File: src/rtl/uart_rx.sv
`default_nettype none
// ============================================================================
// Module   : uart_rx
// Brief    : 16x-oversampled UART receiver, LSB-first, 1 start / N data / stop.
//            Define UART_RX_PARITY_EN to add a parity bit and parity_err port.
// Revision : 1.0 - initial release
// ============================================================================
module uart_rx #(
    parameter int DATA_BITS  = 8,
    parameter int SB_TICKS   = 16,
    parameter int PARITY_ODD = 0
) (
    input  logic                 clk,
    input  logic                 reset,
    input  logic                 s_tick,
    input  logic                 rx,
    output logic [DATA_BITS-1:0] rx_data,
    output logic                 rx_done,
    output logic                 frame_err
`ifdef UART_RX_PARITY_EN
    ,
    output logic                 parity_err
`endif
);

    localparam int SW = (SB_TICKS > 16) ? 5 : 4;
    localparam int NW = (DATA_BITS > 1) ? $clog2(DATA_BITS) : 1;

    localparam logic [SW-1:0] C_S_MID  = SW'(7);
    localparam logic [SW-1:0] C_S_LAST = SW'(15);
    localparam logic [SW-1:0] C_S_STOP = SW'(SB_TICKS - 1);
    localparam logic [NW-1:0] C_N_LAST = NW'(DATA_BITS - 1);

    typedef enum logic [2:0] {
        IDLE   = 3'd0,
        START  = 3'd1,
        DATA   = 3'd2,
        STOP   = 3'd3
`ifdef UART_RX_PARITY_EN
        ,
        PARITY = 3'd4
`endif
    } state_t;

    state_t                 state_q,     state_d;
    logic                   rx_meta_q,   rx_meta_d;
    logic                   rx_s_q,      rx_s_d;
    logic [SW-1:0]          s_q,         s_d;
    logic [NW-1:0]          n_q,         n_d;
    logic [DATA_BITS-1:0]   sreg_q,      sreg_d;
    logic [DATA_BITS-1:0]   rx_data_q,   rx_data_d;
    logic                   rx_done_q,   rx_done_d;
    logic                   frame_err_q, frame_err_d;
`ifdef UART_RX_PARITY_EN
    localparam logic C_PAR_ODD = 1'(PARITY_ODD);
    logic                   pbit_q,       pbit_d;
    logic                   parity_err_q, parity_err_d;
`endif

    always_comb begin
        rx_meta_d   = rx;
        rx_s_d      = rx_meta_q;
        state_d     = state_q;
        s_d         = s_q;
        n_d         = n_q;
        sreg_d      = sreg_q;
        rx_data_d   = rx_data_q;
        rx_done_d   = 1'b0;
        frame_err_d = frame_err_q;
`ifdef UART_RX_PARITY_EN
        pbit_d       = pbit_q;
        parity_err_d = parity_err_q;
`endif
        case (state_q)
            // Start detection is edge-driven; only the later states wait for ticks.
            IDLE: begin
                if (!rx_s_q) begin
                    state_d = START;
                    s_d     = '0;
                end
            end
            START: begin
                if (s_tick) begin
                    if (s_q == C_S_MID) begin
                        s_d = '0;
                        if (!rx_s_q) begin
                            state_d = DATA;
                            n_d     = '0;
                        end else begin
                            state_d = IDLE;
                        end
                    end else begin
                        s_d = s_q + 1'b1;
                    end
                end
            end
            DATA: begin
                if (s_tick) begin
                    if (s_q == C_S_LAST) begin
                        s_d    = '0;
                        sreg_d = {rx_s_q, sreg_q[DATA_BITS-1:1]};
                        if (n_q == C_N_LAST) begin
`ifdef UART_RX_PARITY_EN
                            state_d = PARITY;
`else
                            state_d = STOP;
`endif
                        end else begin
                            n_d = n_q + 1'b1;
                        end
                    end else begin
                        s_d = s_q + 1'b1;
                    end
                end
            end
`ifdef UART_RX_PARITY_EN
            PARITY: begin
                if (s_tick) begin
                    if (s_q == C_S_LAST) begin
                        s_d     = '0;
                        pbit_d  = rx_s_q;
                        state_d = STOP;
                    end else begin
                        s_d = s_q + 1'b1;
                    end
                end
            end
`endif
            // Frames with a bad stop bit are still delivered, flagged by frame_err.
            STOP: begin
                if (s_tick) begin
                    if (s_q == C_S_STOP) begin
                        s_d         = '0;
                        state_d     = IDLE;
                        rx_data_d   = sreg_q;
                        rx_done_d   = 1'b1;
                        frame_err_d = ~rx_s_q;
`ifdef UART_RX_PARITY_EN
                        parity_err_d = (^sreg_q) ^ pbit_q ^ C_PAR_ODD;
`endif
                    end else begin
                        s_d = s_q + 1'b1;
                    end
                end
            end
            default: begin
                state_d = IDLE;
                s_d     = '0;
            end
        endcase
    end

    always_ff @(posedge clk or posedge reset) begin
        if (reset) begin
            state_q     <= IDLE;
            rx_meta_q   <= 1'b1;
            rx_s_q      <= 1'b1;
            s_q         <= '0;
            n_q         <= '0;
            sreg_q      <= '0;
            rx_data_q   <= '0;
            rx_done_q   <= 1'b0;
            frame_err_q <= 1'b0;
`ifdef UART_RX_PARITY_EN
            pbit_q       <= 1'b0;
            parity_err_q <= 1'b0;
`endif
        end else begin
            state_q     <= state_d;
            rx_meta_q   <= rx_meta_d;
            rx_s_q      <= rx_s_d;
            s_q         <= s_d;
            n_q         <= n_d;
            sreg_q      <= sreg_d;
            rx_data_q   <= rx_data_d;
            rx_done_q   <= rx_done_d;
            frame_err_q <= frame_err_d;
`ifdef UART_RX_PARITY_EN
            pbit_q       <= pbit_d;
            parity_err_q <= parity_err_d;
`endif
        end
    end

    assign rx_data   = rx_data_q;
    assign rx_done   = rx_done_q;
    assign frame_err = frame_err_q;
`ifdef UART_RX_PARITY_EN
    assign parity_err = parity_err_q;
`endif

endmodule
`default_nettype wire
File: config.mk
export PLATFORM = sky130hd
export DESIGN_NAME = uart_rx
export DESIGN_NICKNAME = d
export VERILOG_FILES = /design/src/rtl/uart_rx.sv
export SDC_FILE = /design/constraint.sdc
export NUM_CORES = 1
export LEC_CHECK = 0
export ABC_AREA = 1
export ABC_CLOCK_PERIOD_IN_PS = 2300
export BUFFER_PORTS_ARGS = -buffer_cell sky130_fd_sc_hd__buf_2
export CAP_MARGIN = 15
export CORE_AREA = 4 4 53 55
export DETAILED_ROUTE_END_ITERATION = 12
export DIE_AREA = 0 0 57 59
export GPL_ROUTABILITY_DRIVEN = 0
export PLACE_DENSITY = 0.88
export SYNTH_ARGS = -nofsm -noshare
export SYNTH_HDL_FRONTEND = slang
export SYNTH_SLANG_ARGS = --single-unit
File: constraint.sdc
create_clock -name clk -period 2.3 [get_ports clk]
set_input_delay 0.23 -clock clk [delete_from_list [all_inputs] [get_ports clk]]
set_output_delay 0.23 -clock clk [all_outputs]
set_load 0.1 [all_outputs]
==> results of run 1 <==
-- stage by stage --
step | cell area [um^2] | instances | hold slack (ns) | worst slack (ns) | util
after CTS | 1550 | 204 | 0.223 | 0.765 | 0.651
after detailed placement | 1480 | 194 | 0.314 | 0.808 | 0.621
after global routing | 1550 | 204 | 0.223 | 0.638 | 0.651
after global placement | 1480 | 194 | 0.307 | 0.908 | 0.621
final | 1550 | 204 | 0.236 | 0.787 | 0.651
after floorplan | 1400 | 153 | 0.234 | 0.977 | -
-- cells in the final DEF (no fill, tap or decap), drive strengths merged --
cell type    netlist  layout
nand2             54      54
dfrtp             27      27
inv               21      21
o21ai             21      21
buf                3      14
nand3             10      10
nor2               8       8
clkbuf             0       6
ha                 3       3
xor2               2       2
clkinv             0       2
dlygate4sd3        0       2
dfstp              2       2
nand3b             1       1
a21oi              1       1
-- cell usage after synthesis --
master and count:
inv_2 5, nor2_4 1, nand3_4 2, nand3_1 7
o21ai_2 16, nand3b_1 1, dfstp_2 2, nand2_1 50
nor2_2 1, nand3_2 1, buf_4 1, ha_1 3
xor2_1 2, dfrtp_1 27, inv_1 16, a21oi_1 1
o21ai_0 5, nor2_1 6, nand2_2 4, buf_6 2
-- state kept, by name, summed over array words and instances (netlist names) --
name	cells
state_q	2
s_q	4
frame_err	1
rx_data	8
rx_s_q	1
rx_meta_q	1
n_q	3
sreg_q	8
rx_done	1
-- power by group through the flow --
stage                     logic (W)  clock network [W]  registers, W
after floorplan            0.000293                  0      0.000608
after global placement     0.000317                  0      0.000627
after detailed placement   0.000340                  0      0.000630
after CTS                  0.000344           0.000297      0.000620
after global routing       0.000402           0.000330      0.000631
final                      0.000343           0.000285      0.000621
-- area by class of cell --
class,instances,area share
flip-flops and latches,29,0.469
multi-input cells,100,0.364
repair buffers,16,0.0596
inverters,21,0.0507
clock buffers,6,0.0266
well taps,30,0.0242
clock inverters,2,0.00644
-- path summary, 6_finish.rpt --
check | start | to | slack [ns] | depth (start not counted)
worst max-delay path | n_q[0] | n_q[1] | 0.79 | 7
worst min-delay path | s_tick | s_q[1] | 0.24 | 3
worst max register to register | n_q[0] | n_q[1] | 0.79 | 7
worst min register to register | rx_meta_q | rx_s_q | 0.36 | 0
max in group asynchronous | reset | rx_meta_q | 1.49 | 4
min in group asynchronous | reset | rx_data[1] | 0.50 | 4
-- cells by family (layout without fill, tap and decap cells) --
group | Yosys count | after routing | share of synthesized area
buf+inv | 24 | 45 | 0.0776
flops | 29 | 29 | 0.519
compound gates | 22 | 22 | 0.121
fa+ha+maj | 3 | 3 | 0.0268
xor+xnor | 2 | 2 | 0.0125
simple gates | 73 | 73 | 0.243
-- worst min-delay path, stage by stage --
cell and delay (ns):
buf_2 0.15, nand3_1 0.10, nand2_1 0.05
-- routing by layer --
layer	track usage	share of wire	vias up
met3	0.0719	0.055	5
met1	0.197	0.42	465
met5	0	0	-
met4	0.0795	0.022	0
met2	0.274	0.50	20
li1	-	-	519
-- repair_timing --
| action | in CTS | in global routing |
|---|---|---|
| endpoints found under the hold margin | 28 | 0 |
| gates resized for setup | 0 | 0 |
| hold buffers | 2 | 0 |
==> impl_metrics.tcl, run 1 <==
set metrics [dict create \
    status "finished clean" \
    p_seq_frac 0.497 \
    grt_pass1_vias 1009 \
    tns_ns 0 \
    cpMostUsedCell "nand2_1" \
    p_sw_frac 0.371 \
    wirelength_um 2340 \
    antenna_found_initial 0 \
    pwr-share-clk 0.228 \
    final_nets 180 \
    die_w_um 57 \
    multi_input_area_um2 566 \
    synth-seq-cells 29 \
    area_growth_pct 10.8 \
    fin_skew_ns 0.00591 \
    dieArea_mm2 0.00336 \
    path_cells "ha_1, ha_1, nand3b_1, nand2_1, nand2_1, o21ai_0, nand2_1" \
    coreArea_mm2 0.00239 \
    n_antenna_cell 0 \
    p_leak_nw 0.815 \
    vias_per_cell 4.95 \
    end_kind "flip-flop" \
    overflow 0 \
    synth_area_leaders "dfrtp_1 (48%), nand2_1 (13%), o21ai_2 (10%), inv_1 (4.3%), dfstp_2 (3.7%)" \
    dr.pass1.iters 4 \
    rsz0062_at_grt "no" \
    drt-wirelength-per-cell_um 11.5 \
    initial_core_util 0.588 \
    required_ns 2.52 \
    nFillCells 200 \
    min_period_over_period 0.658 \
    hp-class "primary input to flip-flop" \
    grt_max_degree 30 \
    cts_buffers 5 \
    die_h_um 59 \
    relSlewSlack 0.675 \
    hold_violations 0 \
    synth_top_cell_area_share 0.482 \
    finalSetupViolCount 0 \
    ff_latch_area_um2 728 \
    synth_area_mm2 0.00140 \
    cts_max_level 2 \
    drc 0 \
    finalPower_w 0.00125 \
    placementRows 18 \
    p_per_area_mw_per_mm2 804 \
    max_freq_mhz 661 \
    power_switching_w 0.000463 \
    yosysWarningCount 0 \
    ant_nets 0 \
    hpwlAfterDp_um 1690 \
    clk_pin_slew_worst_paths_ns 0.09 \
    drv_cap 0 \
    setup.worst_path.class "flip-flop to flip-flop" \
    slowest_stage "dfrtp_1" \
    avgSynthCellArea_um2 9.17 \
    clock_latency_ns 0.33 \
    synth_area_leader_cell "dfrtp_1" \
    path_delay_family "simple AND/OR/NAND/NOR gates" \
    drt_iter0_markers 20 \
    cp-start-kind "flip-flop" \
    io_pins 14 \
    synth_cell_types 20 \
    via_count 1009 \
    cts-root-buf "clkbuf_4" \
    grt_first_pass_wirelength_um 4280 \
    tritoncts "yes" \
    fin_crit_ns 1.51 \
    portBuffers 13 \
    syn_nets 160 \
    slowest_delay_ns 0.40 \
    cp.buffers_inverters 0 \
    postCtsSetupBuffers 0 \
    worst_pin_slew_ns 0.491 \
    p_int_w 0.000786 \
    worstPathArrival_ns 1.73 \
    final_layout_size_suffix_gt1_frac 0.305 \
    clk_path_buf_depth 2 \
    syn-instance-count 153 \
    slew_viol_final 0 \
    cp_max_fo 4 \
    p_comb_frac 0.274 \
    cts_num_sinks 29 \
    max-vdd-ir-drop_mv 0.593 \
    yosysSeqAreaShare 0.519 \
    grt_usage 0.170 \
]
No activity file was read; power rests on OpenSTA's default activity.
==> run 2, diff against run 1 <==
==> config.mk (replaced) <==
export PLATFORM = sky130hd
export DESIGN_NAME = uart_rx
export DESIGN_NICKNAME = d
export VERILOG_FILES = /design/src/rtl/uart_rx.sv
export SDC_FILE = /design/constraint.sdc
export NUM_CORES = 1
export LEC_CHECK = 0
export ABC_AREA = 1
export ABC_CLOCK_PERIOD_IN_PS = 1350
export BUFFER_PORTS_ARGS = -buffer_cell sky130_fd_sc_hd__buf_2
export CAP_MARGIN = 15
export CORE_AREA = 4 4 58 60
export DETAILED_ROUTE_END_ITERATION = 12
export DIE_AREA = 0 0 62 64
export GPL_ROUTABILITY_DRIVEN = 0
export PLACE_DENSITY = 0.79
export SYNTH_ARGS = -nofsm -noshare
export SYNTH_HDL_FRONTEND = slang
export SYNTH_SLANG_ARGS = --single-unit
==> constraint.sdc (replaced) <==
create_clock -name clk -period 1.35 [get_ports clk]
set_input_delay 0.135 -clock clk [delete_from_list [all_inputs] [get_ports clk]]
set_output_delay 0.135 -clock clk [all_outputs]
set_load 0.1 [all_outputs]
==> run 2 against run 1 <==
  * The run now ends with negative setup slack left
  * Sequential share of layout area is 4.9 points lower
  * Power increased by 99%
  * Sequential power grew 71%
  * Clock skew grew 0.00078 ns
==> impl_metrics.tcl, run 2 (synthesis results as in run 1) <==
set metrics [dict create \
    status "complete, but fails checks" \
    violations "negative setup slack" \
    rsz0062_at_grt "yes" \
    hp-class "primary input to flip-flop" \
    max-vdd-ir-drop_mv 1.22 \
    n_antenna_cell 0 \
    ant_nets 0 \
    p_seq_frac 0.425 \
    p_leak_nw 0.857 \
    worstPathArrival_ns 1.61 \
    die_h_um 64 \
    drv_cap 0 \
    cts-root-buf "clkbuf_4" \
    required_ns 1.57 \
    dieArea_mm2 0.00397 \
    tritoncts "yes" \
    end_kind "flip-flop" \
    fin_skew_ns 0.00668 \
    dr.pass1.iters 4 \
    power_switching_w 0.000988 \
    setup.worst_path.class "flip-flop to flip-flop" \
    clk_pin_slew_worst_paths_ns 0.09 \
    max_freq_mhz 720 \
    placed_area_mm2 0.00153 \
    final_cells 217 \
    pwr-share-clk 0.201 \
    grt_usage 0.158 \
    final_layout_size_suffix_gt1_frac 0.402 \
    cts_max_level 2 \
    grt_max_degree 30 \
    via_count 1094 \
    finalPower_w 0.00249 \
    coreArea_mm2 0.00293 \
    grt_most_used_layer "met2" \
    wirelength_um 2780 \
    grt_first_pass_wirelength_um 4580 \
    cts_num_sinks 29 \
    relSlewSlack 0.678 \
    grt_pass1_vias 1105 \
    fin_crit_ns 1.39 \
    portBuffers 13 \
    fin_area_mm2 0.00174 \
    p_per_area_mw_per_mm2 1430 \
    final_nets 190 \
    worst_pin_slew_ns 0.486 \
    vias_per_cell 5.04 \
    use_met1 0.175 \
    drc 0 \
    min_period_over_period 1.03 \
    p_comb_frac 0.373 \
    initial_core_util 0.479 \
    fin_ws_ns -0.0389 \
    cp_max_fo 4 \
    io_pins 14 \
    cp-start-kind "flip-flop" \
    antenna_found_initial 0 \
    die_w_um 62 \
    p_int_w 0.00150 \
    met3_usage 0.0626 \
    drt_iter0_markers 81 \
    layout_common_cells "nand2_1 (46), dfrtp_1 (27), o21ai_2 (17), inv_1 (16), buf_2 (13)" \
    p_sw_frac 0.397 \
    placed_cells 203 \
    hpwlAfterDp_um 1850 \
    slew_viol_final 0 \
    grtUsageMet2 0.260 \
    clock_latency_ns 0.33 \
    cts_buffers 5 \
    area_growth_pct 23.7 \
    final_common_cell "nand2_1" \
    placementRows 20 \
    overflow 0 \
    clk_path_buf_depth 2 \
    drt-wirelength-per-cell_um 12.8 \
    finalSetupViolCount 4 \
    hold_violations 0 \
]
## run 2: layer usage
layer / routed length (um) / vias up
li1: - / 546
met1: 1120 / 520
met2: 1480 / 20
met3: 111 / 8
met4: 69 / 0
met5: 0 / -
## run 2: critical path, cell delays in order (launching register included)
cell,delay [ns]
dfrtp_1,0.39
ha_2,0.18
ha_2,0.15
nand3b_1,0.18
nand2_2,0.10
nand2_4,0.07
o21ai_2,0.13
nand2_1,0.07
## run 2: path summary, 6_finish.rpt
path	cells past startpoint	start	endpoint	slack, ns
worst max register to register	7	n_q[0]	n_q[0]	-0.04
worst max-delay path	7	n_q[0]	n_q[0]	-0.04
max in group asynchronous	4	reset	rx_s_q	0.64
worst min-delay path	3	s_tick	s_q[1]	0.18
worst min register to register	0	rx_meta_q	rx_s_q	0.36
min in group asynchronous	4	reset	sreg_q[1]	0.39
## run 2: what timing repair did
action	in CTS	in global routing
gates cloned	0	2
gates resized for setup	10	15
setup endpoints to repair	18	25
pin swaps	3	5
hold buffers	2	0
hold endpoints to repair	28	0
buffers inserted	1	1
## run 2: area by class of cell
type                            instances  area (um^2)
Fill cell                             248         1190
Tap cell                               33         41.3
Inverter                               21         83.8
Clock inverter                          2         10.0
Timing Repair Buffer                   24          153
Multi-Input combinational cell        102          678
Clock buffer                            6         41.3
Sequential cell                        29          728
## run 2: power by group through the flow
stage | Combinational (W) | Clock [W] | Sequential, W
after floorplan | 0.000499 | 0 | 0.00104
after global placement | 0.000648 | 0 | 0.00105
after detailed placement | 0.000704 | 0 | 0.00105
after CTS | 0.000809 | 0.000520 | 0.00104
after global routing | 0.00103 | 0.000565 | 0.00107
final | 0.000928 | 0.000500 | 0.00106
## run 2: through the flow
stage / hold slack [ns] / TNS (ns) / util / worst slack (ns)
2_1_floorplan: 0.139 / 0 / - / 0.0266
6_report: 0.178 / -0.0748 / 0.593 / -0.0389
3_3_place_gp: 0.209 / 0 / 0.523 / 0.0101
5_1_grt: 0.186 / -0.532 / 0.593 / -0.125
4_1_cts: 0.119 / -0.286 / 0.560 / -0.0630
3_5_place_dp: 0.222 / -0.576 / 0.523 / -0.153
==> run 3, diff against run 2 <==
==> config.mk (replaced) <==
export PLATFORM = sky130hd
export DESIGN_NAME = uart_rx
export DESIGN_NICKNAME = d
export VERILOG_FILES = /design/src/rtl/uart_rx.sv
export SDC_FILE = /design/constraint.sdc
export NUM_CORES = 1
export LEC_CHECK = 0
export ABC_AREA = 1
export ABC_CLOCK_PERIOD_IN_PS = 1500
export BUFFER_PORTS_ARGS = -buffer_cell sky130_fd_sc_hd__buf_2
export CAP_MARGIN = 15
export CORE_AREA = 4 4 55 57
export DETAILED_ROUTE_END_ITERATION = 12
export DIE_AREA = 0 0 59 61
export GPL_ROUTABILITY_DRIVEN = 0
export PLACE_DENSITY = 0.83
export SYNTH_ARGS = -nofsm -noshare
export SYNTH_HDL_FRONTEND = slang
export SYNTH_SLANG_ARGS = --single-unit
==> constraint.sdc (replaced) <==
create_clock -name clk -period 1.5 [get_ports clk]
set_input_delay 0.15 -clock clk [delete_from_list [all_inputs] [get_ports clk]]
set_output_delay 0.15 -clock clk [all_outputs]
set_load 0.1 [all_outputs]
==> run 3 against run 2 <==
  * Critical path type unchanged
  * Global-route usage is 0.15 points higher
  * Setup slack improved by 0.11 ns
  * Design area decreased by 4.2%
  * Power decreased by 4.6%
  * First-iteration DRC count decreased by 41%
  * Highest routed layer unchanged
  * The flow now finishes without violations
==> impl_metrics.tcl, run 3 (synthesis results as in run 1) <==
set metrics [dict create \
    p_seq_frac 0.404 \
    power_switching_w 0.000794 \
    die_h_um 61 \
    dr.pass1.iters 4 \
    p_comb_frac 0.263 \
    hp-class "primary input to flip-flop" \
    placed_cells 194 \
    final_nets 182 \
    reg2reg_slack_ns 0.07 \
    ant_nets 0 \
    cts-root-buf "clkbuf_4" \
    hpwlAfterDp_um 1820 \
    portBuffers 13 \
    crit_end "n_q[1]" \
    placementRows 18 \
    worstReg2RegEnd "n_q[1]" \
    required_ns 1.77 \
    fin_crit_ns 1.43 \
    end_kind "flip-flop" \
    p_per_area_mw_per_mm2 1430 \
    fin_area_mm2 0.00166 \
    tritoncts "yes" \
    cts_buffers 5 \
    p_sw_frac 0.335 \
    finalSetupViolCount 0 \
    io_pins 14 \
    setup.worst_path.class "flip-flop to flip-flop" \
    wirelength_um 2620 \
    fin_ws_ns 0.0734 \
    vias_per_cell 5.11 \
    fin_skew_ns 0.0101 \
    via_count 1052 \
    max-vdd-ir-drop_mv 1.08 \
    hold_violations 0 \
    pwr-share-clk 0.334 \
    cpMostUsedCell "nand2_1" \
    max_freq_mhz 701 \
    cp_max_fo 4 \
    relSlewSlack 0.666 \
    worst_pin_slew_ns 0.504 \
    initial_core_util 0.566 \
    clock_latency_ns 0.33 \
    worstPathArrival_ns 1.69 \
    min_period_over_period 0.951 \
    p_int_w 0.00158 \
    area_growth_pct 18.6 \
    nFillCells 207 \
    grt_usage 0.160 \
    tns_ns 0 \
    slowest_stage "dfrtp_1" \
    cts_num_sinks 29 \
    clk_pin_slew_worst_paths_ns 0.09 \
    cp-start-kind "flip-flop" \
    clk_path_buf_depth 2 \
    status "finished clean" \
    grt_pass1_vias 1032 \
    slew_viol_final 0 \
    drt-wirelength-per-cell_um 12.7 \
    layout_common_cells "nand2_1 (48), dfrtp_1 (27), o21ai_2 (18), inv_1 (16), buf_2 (13)" \
    cts_max_level 2 \
    path_cells "ha_2, ha_1, nand3b_1, nand2_2, nand2_4, nor2_4, nand2_1, nand2_1" \
    grt_max_degree 30 \
    startpoint "n_q[0]" \
    placed_area_mm2 0.00148 \
    final_cells 206 \
    r2r_cells 8 \
    hold_ws_ns 0.189 \
    rsz0062_at_grt "yes" \
    grt_first_pass_wirelength_um 4210 \
    drv_cap 0 \
    drc 0 \
    die_w_um 59 \
    dieArea_mm2 0.00360 \
    drt_iter0_markers 48 \
    final_common_cell "nand2_1" \
    slowest_delay_ns 0.40 \
    coreArea_mm2 0.00248 \
    p_leak_nw 0.842 \
    pre_cts_ws_ns 0.0597 \
    antenna_found_initial 0 \
    r2r-start "n_q[0]" \
    n_antenna_cell 0 \
    final_layout_size_suffix_gt1_frac 0.358 \
    overflow 0 \
]
## run 3: changes by cell type in the layout (fill, tap and decap cells not counted), sizes merged
cell,previous run,this run
bufinv,0,2
nand3,12,11
buf,22,15
clkinv,3,1
clkbuf,6,5
inv,20,21
## run 3: worst min path at each step
stage                 from         to  slack, ns  cells after the start
floorplan               rx  rx_meta_q       0.15                      0
global placement     reset  sreg_q[1]       0.23                      3
detailed placement   reset  sreg_q[1]       0.24                      3
CTS                 s_tick     s_q[1]       0.14                      3
global route        s_tick     s_q[1]       0.18                      3
finish              s_tick     s_q[1]       0.19                      3
## run 3: metal layers
layer / up-vias / global-route usage / part of all wire
met2: 21 / 0.273 / 0.53
met5: - / 0 / 0
met4: 0 / 0.0906 / 0.018
li1: 525 / - / -
met1: 501 / 0.176 / 0.41
met3: 5 / 0.0511 / 0.045
## run 3: power groups by stage
stage                     sequential, W  clock [W]  combinational (W)
after detailed placement       0.000967          0           0.000521
after floorplan                0.000932          0           0.000449
after global routing           0.000965   0.000850           0.000708
final                          0.000958   0.000791           0.000623
after global placement         0.000960          0           0.000493
after CTS                      0.000951   0.000814           0.000528
## run 3: layout make-up
type	instances	area (um^2)	share of cell area
Tap cell	30	37.5	0.0226
Timing Repair Buffer	17	100	0.0602
Clock inverter	3	65.1	0.0391
Sequential cell	29	728	0.438
Clock buffer	5	37.5	0.0226
Inverter	21	81.3	0.0489
Multi-Input combinational cell	101	613	0.369
## run 3: critical path: cells and delay by family (launching register included)
| family | cells | cell delay [ns] |
|---|---|---|
| DFF | 1 | 0.40 |
| adders and majority gates | 2 | 0.34 |
| and+or+nand+nor | 6 | 0.64 |
## run 3: timing repair
action,4_1_cts,5_1_grt
gates resized for setup,0,14
endpoints found under the setup margin,0,11
hold endpoints to repair,28,0
setup buffers,0,1
hold buffers,2,0
## run 3: through the flow
| stage | power [W] | utilization |
|---|---|---|
| after floorplan | 0.00138 | - |
| after global placement | 0.00145 | 0.598 |
| after detailed placement | 0.00149 | 0.598 |
| after CTS | 0.00229 | 0.648 |
| after global routing | 0.00252 | 0.671 |
| final | 0.00237 | 0.671 |
